`src/rtl/spi_slave_pkg.sv`:
```
// Shared types and constants for the SPI slave register interface.
package spi_slave_pkg;

    // One-hot frame states
    typedef enum logic [5:0] {
        ST_IDLE     = 6'b000001,
        ST_CMD      = 6'b000010,
        ST_ADDR     = 6'b000100,
        ST_WDATA    = 6'b001000,
        ST_RDATA    = 6'b010000,
        ST_WAIT_CSN = 6'b100000
    } state_t;

    localparam logic [7:0] CMD_WR_DEF = 8'h02;
    localparam logic [7:0] CMD_RD_DEF = 8'h03;

    // Shortest SCLK half-period (in sclk cycles) the oversampler can follow
    localparam int MIN_HALF_PERIOD = 4;

    // Fewest flops allowed in an input synchronizer
    localparam int SYNC_MIN = 2;

    // States in which a CSN rise means the master gave up mid-frame
    function automatic logic in_frame(input state_t s);
        return (s == ST_CMD) || (s == ST_ADDR) || (s == ST_WDATA) || (s == ST_RDATA);
    endfunction

endpackage

```
`src/rtl/spi_slave_regif_sync.sv`:
```
// Synchronizer chain plus one delay flop; yields level and single-cycle edge pulses.
module spi_in_sync #(
    parameter int STAGES = 2
) (
    input  logic sclk,
    input  logic srst,
    input  logic d,
    output logic q,
    output logic rise,
    output logic fall
);

    logic [STAGES-1:0] sync_q;
    logic              dly_q;

    // Shift the asynchronous pin through the chain, keep last level for edge detect
    always_ff @(posedge sclk or posedge srst) begin
        if (srst) begin
            sync_q <= '0;
            dly_q  <= 1'b0;
        end else begin
            sync_q <= {sync_q[STAGES-2:0], d};
            dly_q  <= sync_q[STAGES-1];
        end
    end

    assign q    = sync_q[STAGES-1];
    assign rise = q & ~dly_q;
    assign fall = ~q & dly_q;

endmodule

```
`src/rtl/spi_slave_regif.sv`:
```
// SPI mode-0 slave: decodes {cmd, addr, data} frames into register write
// strobes or read requests, and shifts read data back out on MISO.
module spi_slave_regif
    import spi_slave_pkg::*;
#(
    parameter logic [7:0] CMD_WR      = CMD_WR_DEF,
    parameter logic [7:0] CMD_RD      = CMD_RD_DEF,
    parameter int         SYNC_STAGES = 2
) (
    input  logic       sclk,
    input  logic       srst,
    input  logic       SPI_SCLK,
    input  logic       SPI_CSN,
    input  logic       SPI_MOSI,
    output logic       SPI_MISO,
    output logic       SPI_MISO_OE,
    output logic       wr_en,
    output logic [7:0] wr_addr,
    output logic [7:0] wr_data,
    output logic       rd_req,
    output logic [7:0] rd_addr,
    input  logic [7:0] rd_data,
    output logic       frame_done,
    output logic       frame_err
);

    // A single-flop chain is metastability-unsafe; clamp rather than fail
    localparam int SYNC_N = (SYNC_STAGES < SYNC_MIN) ? SYNC_MIN : SYNC_STAGES;

    // Lane 0 = SCLK, 1 = CSN, 2 = MOSI
    logic [2:0] pin_lvl, pin_rise, pin_fall;

    spi_in_sync #(.STAGES(SYNC_N)) u_sync [2:0] (
        .sclk (sclk),
        .srst (srst),
        .d    ({SPI_MOSI, SPI_CSN, SPI_SCLK}),
        .q    (pin_lvl),
        .rise (pin_rise),
        .fall (pin_fall)
    );

    logic sck_rise, sck_fall, csn_rise, csn_fall, mosi;
    assign sck_rise = pin_rise[0];
    assign sck_fall = pin_fall[0];
    assign csn_rise = pin_rise[1];
    assign csn_fall = pin_fall[1];
    assign mosi     = pin_lvl[2];

    logic unused_pins;
    assign unused_pins = ^{pin_lvl[1:0], pin_rise[2], pin_fall[2]};

    state_t     state;
    logic [2:0] bit_cnt;
    logic [7:0] shreg_in, shreg_out, addr;
    logic       is_rd;     // latched read/write mode of the current frame
    logic       valid;     // frame reached its last byte with a known command
    logic       wr_pend;   // write strobe due next cycle
    logic       rd_pend;   // read request due next cycle
    logic       rd_load;   // rd_data is valid this cycle
    logic       miso_oe;

    logic       abort, last_bit;
    logic [7:0] shin_nxt;

    assign abort    = csn_rise && in_frame(state);
    assign last_bit = sck_rise && (bit_cnt == 3'd7);
    assign shin_nxt = {shreg_in[6:0], mosi};

    assign SPI_MISO    = miso_oe & shreg_out[7];
    assign SPI_MISO_OE = miso_oe;

    // Bit position within the current byte; restarts with every frame
    always_ff @(posedge sclk or posedge srst) begin
        if (srst)
            bit_cnt <= 3'd0;
        else if (csn_fall)
            bit_cnt <= 3'd0;
        else if (sck_rise && state != ST_IDLE)
            bit_cnt <= bit_cnt + 3'd1;
    end

    // Frame FSM with registered strobes and MISO shifter
    always_ff @(posedge sclk or posedge srst) begin
        if (srst) begin
            state      <= ST_IDLE;
            shreg_in   <= '0;
            shreg_out  <= '0;
            addr       <= '0;
            is_rd      <= 1'b0;
            valid      <= 1'b0;
            wr_pend    <= 1'b0;
            rd_pend    <= 1'b0;
            rd_load    <= 1'b0;
            miso_oe    <= 1'b0;
            wr_en      <= 1'b0;
            wr_addr    <= '0;
            wr_data    <= '0;
            rd_req     <= 1'b0;
            rd_addr    <= '0;
            frame_done <= 1'b0;
            frame_err  <= 1'b0;
        end else begin
            wr_en      <= 1'b0;
            rd_req     <= 1'b0;
            frame_done <= 1'b0;
            frame_err  <= 1'b0;
            wr_pend    <= 1'b0;
            rd_pend    <= 1'b0;
            rd_load    <= rd_req;

            // A write is committed once its last bit is in, whatever CSN does next
            if (wr_pend) begin
                wr_en   <= 1'b1;
                wr_addr <= addr;
                wr_data <= shreg_in;
            end
            if (rd_pend && !abort) begin
                rd_req  <= 1'b1;
                rd_addr <= addr;
            end

            if (abort) begin
                frame_err <= 1'b1;
                miso_oe   <= 1'b0;
                shreg_out <= '0;
                state     <= ST_IDLE;
            end else begin
                case (state)
                    ST_IDLE: begin
                        if (csn_fall) begin
                            valid <= 1'b0;
                            state <= ST_CMD;
                        end
                    end
                    ST_CMD: begin
                        if (sck_rise) shreg_in <= shin_nxt;
                        if (last_bit) begin
                            if (shin_nxt == CMD_WR) begin
                                is_rd <= 1'b0;
                                state <= ST_ADDR;
                            end else if (shin_nxt == CMD_RD) begin
                                is_rd <= 1'b1;
                                state <= ST_ADDR;
                            end else begin
                                frame_err <= 1'b1;
                                state     <= ST_WAIT_CSN;
                            end
                        end
                    end
                    ST_ADDR: begin
                        if (sck_rise) shreg_in <= shin_nxt;
                        if (last_bit) begin
                            addr <= shin_nxt;
                            if (is_rd) begin
                                rd_pend <= 1'b1;
                                miso_oe <= 1'b1;
                                state   <= ST_RDATA;
                            end else begin
                                state   <= ST_WDATA;
                            end
                        end
                    end
                    ST_WDATA: begin
                        if (sck_rise) shreg_in <= shin_nxt;
                        if (last_bit) begin
                            wr_pend <= 1'b1;
                            valid   <= 1'b1;
                            state   <= ST_WAIT_CSN;
                        end
                    end
                    ST_RDATA: begin
                        // The fall right after the last address bit (bit_cnt==0)
                        // is skipped so bit 7 is held for the first data rise
                        if (rd_load)
                            shreg_out <= rd_data;
                        else if (sck_fall && bit_cnt != 3'd0)
                            shreg_out <= {shreg_out[6:0], 1'b0};
                        if (last_bit) begin
                            miso_oe   <= 1'b0;
                            shreg_out <= '0;
                            valid     <= 1'b1;
                            state     <= ST_WAIT_CSN;
                        end
                    end
                    ST_WAIT_CSN: begin
                        if (csn_fall) begin
                            valid <= 1'b0;
                            state <= ST_CMD;
                        end else if (csn_rise) begin
                            frame_done <= valid;
                            state      <= ST_IDLE;
                        end
                    end
                    default: state <= ST_IDLE;
                endcase
            end
        end
    end

endmodule

```
`config.mk`:
```
export PLATFORM = sky130hd
export DESIGN_NAME = spi_slave_regif
export DESIGN_NICKNAME = d
export VERILOG_FILES = /design/src/rtl/spi_slave_pkg.sv /design/src/rtl/spi_slave_regif_sync.sv /design/src/rtl/spi_slave_regif.sv
export SDC_FILE = /design/constraint.sdc
export NUM_CORES = 1
export LEC_CHECK = 0
export BUFFER_PORTS_ARGS = -buffer_cell sky130_fd_sc_hd__buf_2
export CAP_MARGIN = 20
export CORE_ASPECT_RATIO = 1.1
export CORE_MARGIN = 1.5
export CORE_UTILIZATION = 35
export DETAILED_ROUTE_END_ITERATION = 7
export PLACE_DENSITY = 0.66
export SLEW_MARGIN = 25
export SYNTH_ARGS = -nofsm -noshare
export SYNTH_HDL_FRONTEND = slang
export SYNTH_HIERARCHICAL = 1
export SYNTH_SLANG_ARGS = --single-unit
```
`constraint.sdc`:
```
create_clock -name sclk -period 2.1 [get_ports sclk]
set_input_delay 0.21 -clock sclk [delete_from_list [all_inputs] [get_ports sclk]]
set_output_delay 0.21 -clock sclk [all_outputs]
set_load 0.03 [all_outputs]
```
==> metrics.yaml <==
outcome:
  status: "finished with violations"
  violations: "negative setup slack"
cells_and_area:
  syn2layout_area_growth_pct: 24.81
  layout_commonest_cell: "dfrtp_1"
  final_util: 0.4531
  register_area_um2: 1879
  multiInputGateArea_um2: 1294
  fill_cells: 843
  drive_gt1_frac: 0.3988
  final_cell_mix: "dfrtp_1, buf_2, mux2_2"
  nets: 347
  n_antenna_cell: 0
  final_area_um2: 4041
  final_cells: 450
min_path:
  min_path_type: "primary input to register"
global_routing:
  track_usage: 0.1442
  grt_start_max_net_pins: 31
  grt_pass1_wl_um: 10960
  grt_pass1_vias: 2277
  antenna_found_initial: 0
  grt.overflow.total: 0
clock_tree:
  cts_root_buf: "clkbuf_8"
  cts_tree: "built"
  ctsHtreeMaxLevel: 3
  clock-sinks: 75
  clkSlewWorstSetupHoldPaths_ns: 0.08
  numCtsBuffers: 9
  cts_buffer_depth: 2
  clk_latency_ns: 0.35
routing:
  drt-vias-per-instance: 4.918
  drc_errors: 0
  vias: 2213
  post_drt_wl_per_cell_um: 14.41
  drt_iter0_markers: 223
  wirelength_um: 6486
  drt-pass1-iter-count: 5
  ant_nets: 0
setup_path:
  critPathArrivalTime_ns: 2.34
  crit_required_ns: 2.34
  cp-start-kind: "register"
  crit_fanout: 8
  criticalPathCategory: "register to register"
  critPathCaptureType: "register"
floorplanning:
  dieHeight_um: 103.9
  std_cell_rows: 36
  initial_utilization: 0.3631
  ios: 43
  core_area_um2: 8919
  die_area_um2: 9838
  die_w_um: 94.71
logic_synthesis:
  synth_nets: 276
  yosysWarnings: 6
  syn_avg_cell_area_um2: 12.45
  syn_inst: 260
  syn-cell-area_um2: 3238
power:
  ir_drop_uv: 446.7
  total_power_mw: 3.442
  leakage_nw: 2.074
  cellPowerDensity_nw_per_um2: 851.7
sta:
  fin_crit_sh: 1.001
  worstMarginPinSlew_ns: 0.5957
  hold_viol: 0
  setup_violations: 4
  drv_slew: 0
  fin_crit_ns: 2.103
  skew_ns: 0.007828
  tns_ns: -0.009641
  slew_headroom: 0.6023
  rsz0062_at_grt: "yes"
  fin_ws_ns: -0.002865
  clock.fmax_ghz: 0.4755
place:
  placed_cell_area_um2: 3732
  portBuffers: 42
  dpl.hpwl_um: 4630
  numPlacedInstances: 426
  gp_congestion: 0.8120
job:
  maxCapViolCount: 0
-- worst max-delay path, cell delays in order, from the launching register on --
cell,delay [ns]
dfstp_2,0.37
or4_4,0.55
or3b_4,0.43
a21oi_4,0.18
buf_12,0.14
mux2_2,0.32
-- cell type report --
| class | instances | area share |
|---|---|---|
| inverter | 9 | 0.008359 |
| multi-input combinational | 165 | 0.3201 |
| tap | 114 | 0.03529 |
| clock buffer | 12 | 0.03839 |
| clock inverter | 4 | 0.01207 |
| timing repair buffer | 71 | 0.1207 |
| sequential | 75 | 0.4650 |
-- report_power, final --
| group | switching [mW] | internal [mW] |
|---|---|---|
| Sequential | 0.0761 | 1.53 |
| Clock | 0.519 | 0.612 |
| Combinational | 0.367 | 0.332 |
| Total | 0.963 | 2.48 |
-- timing repair --
item | in CTS | in global routing
hold endpoints to repair | 36 | 0
buffers inserted | 0 | 4
hold buffers | 4 | 0
gates resized for setup | 0 | 7
setup endpoints to repair | 0 | 32
-- routing by layer --
metal,wire length [µm],global-route usage
met5,0,0
met4,108,0.05224
met3,295,0.04532
met2,3099,0.2240
met1,2983,0.1875
-- state kept, by name (all words and copies together) (netlist names), 2 cells and up --
register and cells:
rd_addr 8, shreg_in 8, wr_addr 8, u_sync/sync_q 6, bit_cnt 3, wr_data 8
addr 8, u_sync/dly_q 2, state 6, shreg_out 8
-- metrics by stage --
| step | setup WS [ns] | hold slack (ns) |
|---|---|---|
| 6_report | -0.002865 | 0.2569 |
| 3_3_place_gp | 0.04210 | 0.1004 |
| 3_5_place_dp | 0.01055 | 0.09894 |
| 2_1_floorplan | -0.01512 | -0.04882 |
| 5_1_grt | -0.03780 | 0.2897 |
| 4_1_cts | 0.002190 | 0.2416 |
-- path summary, 6_finish.rpt --
kind,start,to,slack [ns],cells past startpoint
setup / recovery,state[0],shreg_in[3],-0.003,5
hold / removal,rd_data[5],shreg_out[5],0.26,5
setup reg to reg,state[0],shreg_in[3],-0.003,5
hold reg to reg,u_sync[0]/sync_q[0],u_sync[0]/sync_q[1],0.35,0
max in group asynchronous,srst,state[0],0.97,4
min in group asynchronous,srst,u_sync[2]/sync_q[0],0.29,3
No activity file was read; power rests on OpenSTA's default activity.
